[config.mk]
export PLATFORM = sky130hd
export DESIGN_NAME = turn_signal_sequencer
export DESIGN_NICKNAME = d
export VERILOG_FILES = /design/src/rtl/turn_signal_sequencer.sv
export SDC_FILE = /design/constraint.sdc
export NUM_CORES = 1
export LEC_CHECK = 0
export ABC_AREA = 1
export CORE_ASPECT_RATIO = 0.6
export CORE_UTILIZATION = 33
export CTS_CLUSTER_SIZE = 28
export DETAILED_ROUTE_END_ITERATION = 8
export SYNTH_ARGS = -nofsm -noshare
export SYNTH_HDL_FRONTEND = slang
export SYNTH_SLANG_ARGS = --single-unit
[constraint.sdc]
create_clock -name clk -period 6.5 [get_ports clk]
set_clock_uncertainty 0.2 [all_clocks]
set_input_delay 0.65 -clock clk [delete_from_list [all_inputs] [get_ports clk]]
set_output_delay 0.65 -clock clk [all_outputs]
set_load 0.01 [all_outputs]
[src/rtl/turn_signal_sequencer.sv]
// Tail-light sequencer controller: arbitrates left/right/hazard requests into one
// command and generates the step tick/index the lamp pattern block advances on.
module turn_signal_sequencer #(
  parameter int unsigned TICK_DIV    = 4,
  parameter int unsigned CANCEL_SEQS = 2
) (
  input  logic       clk,
  input  logic       reset,
  input  logic       left_req,
  input  logic       right_req,
  input  logic       hazard_req,
  output logic       left_cmd,
  output logic       right_cmd,
  output logic       hazard_cmd,
  output logic       tick,
  output logic [1:0] seq_step,
  output logic       busy,
  output logic       cancel_done
);

  localparam int unsigned CNT_W = (TICK_DIV > 2) ? $clog2(TICK_DIV) : 1;
  localparam int unsigned SEQ_W = $clog2(CANCEL_SEQS + 1);
  localparam logic [CNT_W-1:0] CNT_LAST  = CNT_W'(TICK_DIV - 1);
  localparam logic [SEQ_W-1:0] SEQ_LIMIT = SEQ_W'(CANCEL_SEQS);

  typedef enum logic [1:0] {
    IDLE   = 2'd0,
    LEFT   = 2'd1,
    RIGHT  = 2'd2,
    HAZARD = 2'd3
  } state_t;

  state_t           state, state_nxt;
  logic [CNT_W-1:0] cnt, cnt_nxt;
  logic [SEQ_W-1:0] seq, seq_nxt, seq_inc;
  logic [1:0]       step_nxt;
  logic             lock_l, lock_l_nxt;
  logic             lock_r, lock_r_nxt;
  logic             cancel_c;
  logic             haz, lft, rgt;
  logic             tick_c, boundary_c;

  // Effective requests; both turn levers at once are treated as hazard.
  assign haz = hazard_req | (left_req & right_req);
  assign lft = left_req & ~right_req & ~lock_l;
  assign rgt = right_req & ~left_req & ~lock_r;

  assign tick_c     = (state != IDLE) && (cnt == CNT_LAST);
  assign boundary_c = tick_c && (seq_step == 2'd3);
  assign seq_inc    = seq + SEQ_W'(1);

  always_ff @(posedge clk or negedge reset) begin
    if (!reset) begin
      state       <= IDLE;
      cnt         <= '0;
      seq         <= '0;
      lock_l      <= 1'b0;
      lock_r      <= 1'b0;
      left_cmd    <= 1'b0;
      right_cmd   <= 1'b0;
      hazard_cmd  <= 1'b0;
      tick        <= 1'b0;
      seq_step    <= 2'd0;
      busy        <= 1'b0;
      cancel_done <= 1'b0;
    end else begin
      state       <= state_nxt;
      cnt         <= cnt_nxt;
      seq         <= seq_nxt;
      lock_l      <= lock_l_nxt;
      lock_r      <= lock_r_nxt;
      left_cmd    <= (state_nxt == LEFT);
      right_cmd   <= (state_nxt == RIGHT);
      hazard_cmd  <= (state_nxt == HAZARD);
      tick        <= (state_nxt != IDLE) && (cnt_nxt == CNT_LAST);
      seq_step    <= step_nxt;
      busy        <= (state_nxt != IDLE);
      cancel_done <= cancel_c;
    end
  end

  always_comb begin
    state_nxt  = state;
    cnt_nxt    = tick_c ? '0 : cnt + CNT_W'(1);
    step_nxt   = tick_c ? seq_step + 2'd1 : seq_step;
    seq_nxt    = seq;
    cancel_c   = 1'b0;
    lock_l_nxt = lock_l & left_req;
    lock_r_nxt = lock_r & right_req;

    case (state)
      IDLE: begin
        if (haz)      state_nxt = HAZARD;
        else if (lft) state_nxt = LEFT;
        else if (rgt) state_nxt = RIGHT;
      end
      LEFT: begin
        if (haz) begin
          state_nxt = HAZARD;
        end else if (boundary_c) begin
          if ((seq_inc == SEQ_LIMIT) && left_req) begin
            state_nxt  = IDLE;
            lock_l_nxt = 1'b1;
            cancel_c   = 1'b1;
          end else if (rgt) begin
            state_nxt = RIGHT;
          end else if (left_req) begin
            seq_nxt = seq_inc;
          end else begin
            state_nxt = IDLE;
          end
        end
      end
      RIGHT: begin
        if (haz) begin
          state_nxt = HAZARD;
        end else if (boundary_c) begin
          if ((seq_inc == SEQ_LIMIT) && right_req) begin
            state_nxt  = IDLE;
            lock_r_nxt = 1'b1;
            cancel_c   = 1'b1;
          end else if (lft) begin
            state_nxt = LEFT;
          end else if (right_req) begin
            seq_nxt = seq_inc;
          end else begin
            state_nxt = IDLE;
          end
        end
      end
      HAZARD: begin
        // Hazard only yields at a sequence boundary and never auto-cancels.
        if (boundary_c && !haz) begin
          if (lft)      state_nxt = LEFT;
          else if (rgt) state_nxt = RIGHT;
          else          state_nxt = IDLE;
        end
      end
      default: state_nxt = IDLE;
    endcase

    // Every entry, switch or idle cycle restarts the step timing from zero.
    if ((state_nxt != state) || (state_nxt == IDLE)) begin
      cnt_nxt  = '0;
      step_nxt = 2'd0;
      seq_nxt  = '0;
    end
  end

endmodule

# Yosys cells after proc, flatten, opt, wreduce, memory -nomap -nowiden
# Index checks and enable logic that the tools add are counted.
[totals] reg_bits=16 inputBits=5 out_inout_bits=8
[op_classes] n_addsub=3 n_eq_ne=21 mux=48 bitwise_logic=12 reduce_logical=15
[ops] op="2-bit 2-to-1 mux" n=31
[ops] op="3-bit != test (second input constant)" n=10
[ops] op="2-bit == test (second input constant)" n=8
[ops] op="1-bit 2-to-1 mux" n=14
[ops] op="11-bit AND reduction" n=1
[ops] op="2-bit one-hot mux with 4 select lines" n=1
[ops] op="1-bit bitwise AND" n=7
[ops] op="2-bit by 1-bit adder with 2-bit output (second input constant)" n=3
[ops] op="1-bit logical AND" n=6
[ops] op="2-bit nonzero test" n=3
[ops] op="2-bit by 1-bit == test with 1-bit output (second input constant)" n=2
[ops] op="2-bit zero test" n=2
[ops] op="1-bit NOT" n=4
[ops] op="2-bit one-hot mux with 2 select lines" n=1
[ops] op="3-bit nonzero test" n=1
[ops] op="2-bit != test" n=1
[ops] op="1-bit one-hot mux with 2 select lines" n=1
[ops] op="1-bit zero test" n=1
[ops] op="1-bit logical OR" n=1
[ops] op="1-bit OR" n=1

# Longest topological paths before layout
# Gate-level depths: netlist of the first run.
[depth] depth_word=13 ltp_mapped=15 depth_no_buf=15

# Worst setup path after synthesis of the first run
# No wires, ideal clock.
[synth_timing] kind="reg-to-reg" start="reg state[0]" end="reg seq_step[1]" setup_time_ps=120 t_arrival_ps=1774 t_required_ps=6180 path_slack_ps=4406 stages_incl_launch_ff=15 path_buffers=0 period_less_slack_ps=2094 path_cell_list="dfrtp_1 > inv_1 > ha_1 > clkinv_2 > nand3_1 > nor2_4 > nand2_1 > nand3_1 > nand3_2 > nand2_2 > nand2_1 > nand2_1 > inv_2 > nand3_2 > nor2_1"
[synth_between] elab_chain_len=9
[synth_lines] element="start: declaration" line="33" source="state_t state, state_nxt;"
[synth_lines] element="start signal: assignment" line="67" source="state <= state_nxt;"
[synth_lines] element="2-bit 2-to-1 mux (tied with other cells)" line="124" source="end else if (right_req) begin"
[synth_lines] element="2-bit 2-to-1 mux (tied with other cells)" line="122" source="end else if (lft) begin"
[synth_lines] element="2-bit 2-to-1 mux (tied with other cells)" line="118" source="if ((seq_inc == SEQ_LIMIT) && right_req) begin"
[synth_lines] element="2-bit 2-to-1 mux (tied with other cells)" line="117" source="end else if (boundary_c) begin"
[synth_lines] element="2-bit 2-to-1 mux (on tied branches)" line="115, 133, 98"
[synth_lines] element="2-bit one-hot mux with 4 select lines" line="91" source="case (state)"
[synth_lines] element="2-bit != test or 2-bit zero test (tied branches)" line="143" source="if ((state_nxt != state) || (state_nxt == IDLE)) begin"
[synth_lines] element="1-bit logical OR" line="143"
[synth_lines] element="2-bit 2-to-1 mux or 2-bit nonzero test (tied branches)"
[synth_lines] element="end signal: assignment" line="76" source="seq_step <= step_nxt;"
[synth_lines] element="end: declaration" line="16" source="output logic [1:0] seq_step,"
# Several ways; a longest one is shown, not always the timed one.
# A chain may end at the register's enable or synchronous reset.

# Worst setup path in the final report of the first run
[layout_timing] start="reg state[0]" end="reg seq_step[1]"
[layout_between] elab_chain_len=9
[layout_lines] element="2-bit nonzero test" line="48" source="assign tick_c = (state != IDLE) && (cnt == CNT_LAST);"
[layout_lines] element="1-bit logical AND" line="48"
[layout_lines] element="1-bit logical AND" line="49" source="assign boundary_c = tick_c && (seq_step == 2'd3);"
[layout_lines] element="2-bit 2-to-1 mux (tied with other cells)" line="117"
[layout_lines] element="2-bit 2-to-1 mux (on tied branches)" line="115, 133, 98"
[layout_lines] element="2-bit one-hot mux with 4 select lines *" line="91"
[layout_lines] element="net state_nxt[1]" line="33"
[layout_lines] element="2-bit != test or 2-bit zero test (tied branches)" line="143"
[layout_lines] element="1-bit logical OR *" line="143"
[layout_lines] element="2-bit 2-to-1 mux or 2-bit nonzero test (tied branches)"
# Mark *: on every way through the listed nets, which the timed path passes. The rest lies on a longest branch.

==> results of run 1 <==
## cell families (layout without fill, tap and decap cells)
group           Yosys count  after routing  share of synthesized area
simple gates             65             65                      0.321
buf+inv                  20             36                     0.0774
flops                    16             16                      0.406
compound gates           13             13                     0.0787
fa+ha+maj                 7              7                     0.0888
xor+xnor                  2              2                     0.0178
mux                       1              1                     0.0102
## metal layers
| layer | track usage | up-vias | wire (µm) |
|---|---|---|---|
| li1 | - | 426 | - |
| met1 | 0.201 | 376 | 997 |
| met2 | 0.193 | 18 | 768 |
| met3 | 0.0661 | 2 | 137 |
| met4 | 0.0353 | 0 | 8 |
| met5 | 0 | - | 0 |
## registers in the layout, indices dropped and copies added, names as in the netlist, 2 cells and up
signal    flops
cnt           2
seq           2
seq_step      2
state         2
## worst max-delay path by stage
stage                              to  startpoint  slack, ns  cells past startpoint
after floorplan           seq_step[1]    state[0]       4.41                     14
after global placement    seq_step[1]   right_req       3.80                      9
after detailed placement  seq_step[0]    left_req       3.79                      8
after CTS                 seq_step[0]   right_req       4.05                      9
after global routing      seq_step[1]    state[0]       3.79                     15
final                     seq_step[1]    state[0]       4.02                     14
## worst max-delay path, cell delays in order (launching register included)
cell	delay, ns
dfrtp_1	0.49
inv_1	0.14
ha_1	0.26
clkinv_2	0.09
nand3_1	0.19
o21ai_0	0.25
nor2_1	0.06
nor2_1	0.09
nand2_1	0.07
nand2_2	0.10
nand2_2	0.08
nand2_1	0.08
nand2_1	0.08
nand3_2	0.13
nor2_1	0.05
## metrics by stage
step	cell area, µm²	total power, mW	util	instances
after floorplan	986	0.352	-	124
after global placement	1160	0.430	0.434	176
after detailed placement	1160	0.431	0.434	176
after CTS	1210	0.520	0.455	180
after global routing	1210	0.569	0.455	180
final	1210	0.514	0.455	180
## power breakdown
group | switching, mW | internal, mW
Combinational | 0.173 | 0.107
Clock | 0.0334 | 0.0537
Sequential | 0.0201 | 0.127
Total | 0.226 | 0.288
## layout make-up
type                       instances  area [µm²]  share of cell area
multi-input combinational         88         509               0.420
tap                               40        50.0              0.0413
clock buffer                       4        55.1              0.0455
sequential                        16         400               0.331
inverter                          20        76.3              0.0630
timing repair buffer              12         120              0.0992
## layout by cell type (no fill, tap or decap), types with 3 or more instances in the layout
| cell type | count |
|---|---|
| dfrtp_1 | 16 |
| nand2_1 | 27 |
| ha_1 | 7 |
| nor2_1 | 16 |
| nand4_1 | 3 |
| clkdlybuf4s50_1 | 12 |
| inv_1 | 18 |
| nand3_1 | 9 |
| nand2_2 | 4 |
| clkbuf_8 | 4 |
| o21ai_0 | 6 |
==> metrics, run 1 <==
sink of the worst hold path=lock_l; DRT iter0 DRCs=32; Vias=822; Die Width=72.6 µm; reg2reg setup slack=~4 ns; Post-Place Worst Slack=3.79 ns; Post-DP HPWL=1500 µm; Pwr Density=425 nW/µm²; P&R area growth vs syn=22.8%; outcome=complete, no violations; top post-synthesis cells by count=nand2_1, inv_1, dfrtp_1, nor2_1, nand3_1; Pins Over Slew Limit=0; CP Class=reg2reg; Worst Path Arrival=around 2.4 ns; clock root cell=clkbuf_8; synth unique cells=23; Mean Syn Cell Area=7.95 µm²; core area=2660 µm²; yosys warns=0; Final Hold Viols=0; Primary FF master, synth=dfrtp_1; H-Tree Depth=1; EDFF count, synth=0; worst hold slack=~0.34 ns; final worst slack=4.02 ns; Hold Buf Count CTS=0; setup TNS=0 ns; Final #Nets=approximately 150; CTS buffer count=3; Die ar.=3220 µm²; final count of negative-setup-slack endpoints=0; share of the synthesized area in the top cell type=0.406; fill count=around 270; IO Count=13; Max IR drop VDD=0.000214 V; Syn Std Cell Area=986 µm²; worst min-delay path class=reg2reg; Clk Latency, worst-skew pair=0.25 ns; TritonCTS clock tree=yes; r2r worst-path depth=14; Initial Util=0.370; final period utilization=0.382; Antenna diodes=0; initial antenna violation count=0; LEAKAGE=0.597 nW; r2r endpoint=seq_step[1]; Cells on Worst Hold Path=2; CTS resizes=0; cell count after synthesis=124; Clock Path Buffers=2; Post-synth ARST share=1.00; worst slew pin tran=0.716 ns; max_cap viols=0; gpl congestion=0.907; WL/cell=10.6 µm; top-count cell post-synth=nand2_1; row count=14; Tmin final=2.48 ns; RSZ-0062 raised after global routing=false; relative slew slack=0.521; Worst-path clk slew=0.06 ns; largest net degree at the start of global routing=17; maximum net fanout on the critical path=8; layout cells sized above 1=0.121; Crit Reg-Reg Startpoint=state[0]; I/O Buffers=12; vias per std cell=4.57; register area share after synthesis=0.406; total gr overflow=0; largest area contributor in the netlist=dfrtp_1; post-CTS setup buffers=0; DRC=0; first-pass GRT wire length=3340 µm; vias in the first global route=713; worst hold start=lock_l; required time of the critical path=6.44 ns; total track usage=0.141; Syn Nets=136; Fmax=around 0.40 GHz; Routed Antenna Nets=0; Synth area leaders=dfrtp_1, nand2_1, ha_1, inv_1, nor2_1; DRT Pass-1 Iters=4; die height=44.3 µm; CP Capture Type=register; clock sinks=16; Yosys reg bits=16; total routed wirelength=1910 µm; Critical Path Start Type=register
(Power assumes the default switching activity.)
==> run 2, diff against run 1 <==
==> constraint.sdc (replaced) <==
create_clock -name clk -period 2.3 [get_ports clk]
set_clock_uncertainty 0.2 [all_clocks]
set_input_delay 0.23 -clock clk [delete_from_list [all_inputs] [get_ports clk]]
set_output_delay 0.23 -clock clk [all_outputs]
set_load 0.01 [all_outputs]
==> metrics, run 2 (synthesis results as in run 1) <==
CTS buffer count=3 (unchanged); Worst-path clk slew=0.06 ns (about the same); most used cell, CP=nand2_1; Pins Over Slew Limit=0 (unchanged); maximum net fanout on the critical path=7 (was 8); first-pass GRT wire length=3620 µm (was 3340 µm); initial antenna violation count=0 (unchanged); Fmax=0.471 GHz (was 0.403 GHz); row count=14 (unchanged); Post-DP HPWL=1710 µm (was 1500 µm); P&R area growth vs syn=33.8% (was 22.8%); worst min-delay path class=in2async (was reg2reg); total chip power=1.68 mW (was 514 µW); Finished Core Util=0.495 (was 0.455); H-Tree Depth=1 (unchanged); Worst path max stage delay=0.39 ns (was 0.49 ns); clock sinks=16 (unchanged); commonest non-fill, non-tap cells in the layout=nand2_1, inv_1, nor2_1, dfrtp_1, clkdlybuf4s50_1 (unchanged); Clock Path Buffers=2 (unchanged); vias in the first global route=781 (was 713); Routed Antenna Nets=0 (unchanged); die height=44.3 µm (unchanged); Die Width=72.6 µm (unchanged); total gr overflow=0 (unchanged); TritonCTS clock tree=yes (unchanged); register share of total power=0.236 (was 0.286); final count of negative-setup-slack endpoints=0 (unchanged); most common cell after layout, fill and taps aside=nand2_1 (unchanged); Vias=886 (was 822); relative slew slack=0.523 (was 0.521); Hold Buf Count CTS=0 (unchanged); fill count=272 (was 271); Buf+Inv Stages, Crit Path=3 (was 2); Initial Util=0.370 (unchanged); Tmin final=2.12 ns (was 2.48 ns); worst slew pin tran=0.713 ns (was 0.716 ns); DRT Pass-1 Iters=5 (was 4); CP Capture Type=register (unchanged); critical path's top delay family=simple AND/OR/NAND/NOR gates (unchanged); crit-path cells=buf_4 -> ha_1 -> buf_4 -> nand2_1 -> o21ai_0 -> a21oi_1 -> nand3_2 -> nand2_4 -> nand2_1 -> nand2_1 -> inv_2 -> nand3_2 -> nor2_1 (was inv_1 -> ha_1 -> clkinv_2 -> nand3_1 -> o21ai_0 -> nor2_1 -> nor2_1 -> nand2_1 -> nand2_2 -> nand2_2 -> nand2_1 -> nand2_1 -> nand3_2 -> nor2_1); Max IR drop VDD=0.000691 V (was 0.000214 V); LEAKAGE=0.646 nW (was 0.597 nW); Clock power frac=0.147 (was 0.169); final period utilization=0.923 (was 0.382); clock root cell=clkbuf_8 (unchanged); Final #Nets=164 (was 153); outcome=complete, no violations (unchanged); I/O Buffers=12 (unchanged); total routed wirelength=2180 µm (was 1910 µm); critical path's slowest cell=dfrtp_1 (unchanged); Pwr Density=1270 nW/µm² (was 425 nW/µm²); largest net degree at the start of global routing=17 (unchanged); Pint=967 µW (was 288 µW); Comb power frac=0.618 (was 0.545); DRT iter0 DRCs=57 (was 32); Worst Path Arrival=2.06 ns (was 2.42 ns); IO Count=13 (unchanged); Placed Cells=185 (was 176); max_cap viols=0 (unchanged); Die ar.=3220 µm² (unchanged); DRC=0 (unchanged); Sw Pwr=711 µW (was 226 µW); Final Hold Viols=0 (unchanged); gpl congestion=0.962 (was 0.907); vias per std cell=4.64 (was 4.57); WL/cell=11.4 µm (was 10.6 µm); layout cells sized above 1=0.219 (was 0.121); Sw Ratio=0.424 (was 0.440); total track usage=0.154 (was 0.141); Clk Latency, worst-skew pair=0.25 ns (about the same); Critical Path Start Type=register (unchanged); CP Class=reg2reg (unchanged); Final Non-Filler Cells=191 (was 180); required time of the critical path=2.24 ns (was 6.44 ns); Antenna diodes=0 (unchanged); core area=2660 µm² (unchanged)
## run 2: changes by cell type in the layout (fill, tap and decap cells not counted), sizes merged
cell and change:
buf +11
## run 2: path summary, 6_finish.rpt
check / to / depth (start not counted) / start / slack (ns)
setup reg to reg: seq[1] / 13 / state[0] / 0.18
min in group clk: lock_r / 2 / lock_r / 0.33
setup / recovery: seq[1] / 13 / state[0] / 0.18
max in group asynchronous: left_cmd / 1 / reset / 1.24
hold reg to reg: lock_r / 2 / lock_r / 0.33
hold / removal: lock_l / 1 / reset / 0.21
## run 2: stage by stage
step	area, µm²	setup slack (ns)	TNS [ns]	hold WS [ns]
floorplan	986	0.206	0	-0.266
global placement	1220	0.0366	0	0.317
detailed placement	1220	-0.0146	-0.0431	0.323
CTS	1280	0.0837	0	0.238
global route	1320	-0.00377	-0.00377	0.275
finish	1320	0.178	0	0.208
## run 2: worst register-to-register path, delay by kind of cell (launching register included)
| kind | cells | cell delay [ns] |
|---|---|---|
| AND/OR/NAND/NOR | 7 | 0.58 |
| flip-flops | 1 | 0.39 |
| buffers and inverters | 3 | 0.36 |
| AO/OA/AOI/OAI | 2 | 0.27 |
| adder cells (fa/ha/maj) | 1 | 0.21 |
## run 2: repair_timing
action | CTS | global route
setup buffers | 0 | 2
endpoints found under the setup margin | 0 | 7
resized for setup | 0 | 7
## run 2: layout make-up
| type | count | area (µm²) | area share |
|---|---|---|---|
| well taps | 40 | 50.0 | 0.0380 |
| repair buffers | 23 | 203 | 0.154 |
| flip-flops and latches | 16 | 400 | 0.304 |
| inverters | 20 | 76.3 | 0.0579 |
| multi-input cells | 88 | 534 | 0.405 |
| clock buffers | 4 | 55.1 | 0.0417 |
## run 2: metal layers
metal | routed length [µm] | track usage | part of all wire | vias to the layer above
met3 | 174 | 0.0661 | 0.080 | 2
met2 | 918 | 0.230 | 0.42 | 31
met1 | 1080 | 0.208 | 0.49 | 407
met5 | 0 | 0 | 0 | -
met4 | 11 | 0.0353 | 0.0050 | 0
li1 | - | - | - | 446
## run 2: power groups by stage
stage | Clock (mW) | Sequential [mW] | Combinational [mW]
6_report | 0.246 | 0.395 | 1.04
5_1_grt | 0.269 | 0.403 | 1.16
4_1_cts | 0.254 | 0.393 | 0.951
3_5_place_dp | 0 | 0.398 | 0.945
3_3_place_gp | 0 | 0.396 | 0.933
2_1_floorplan | 0 | 0.426 | 0.570
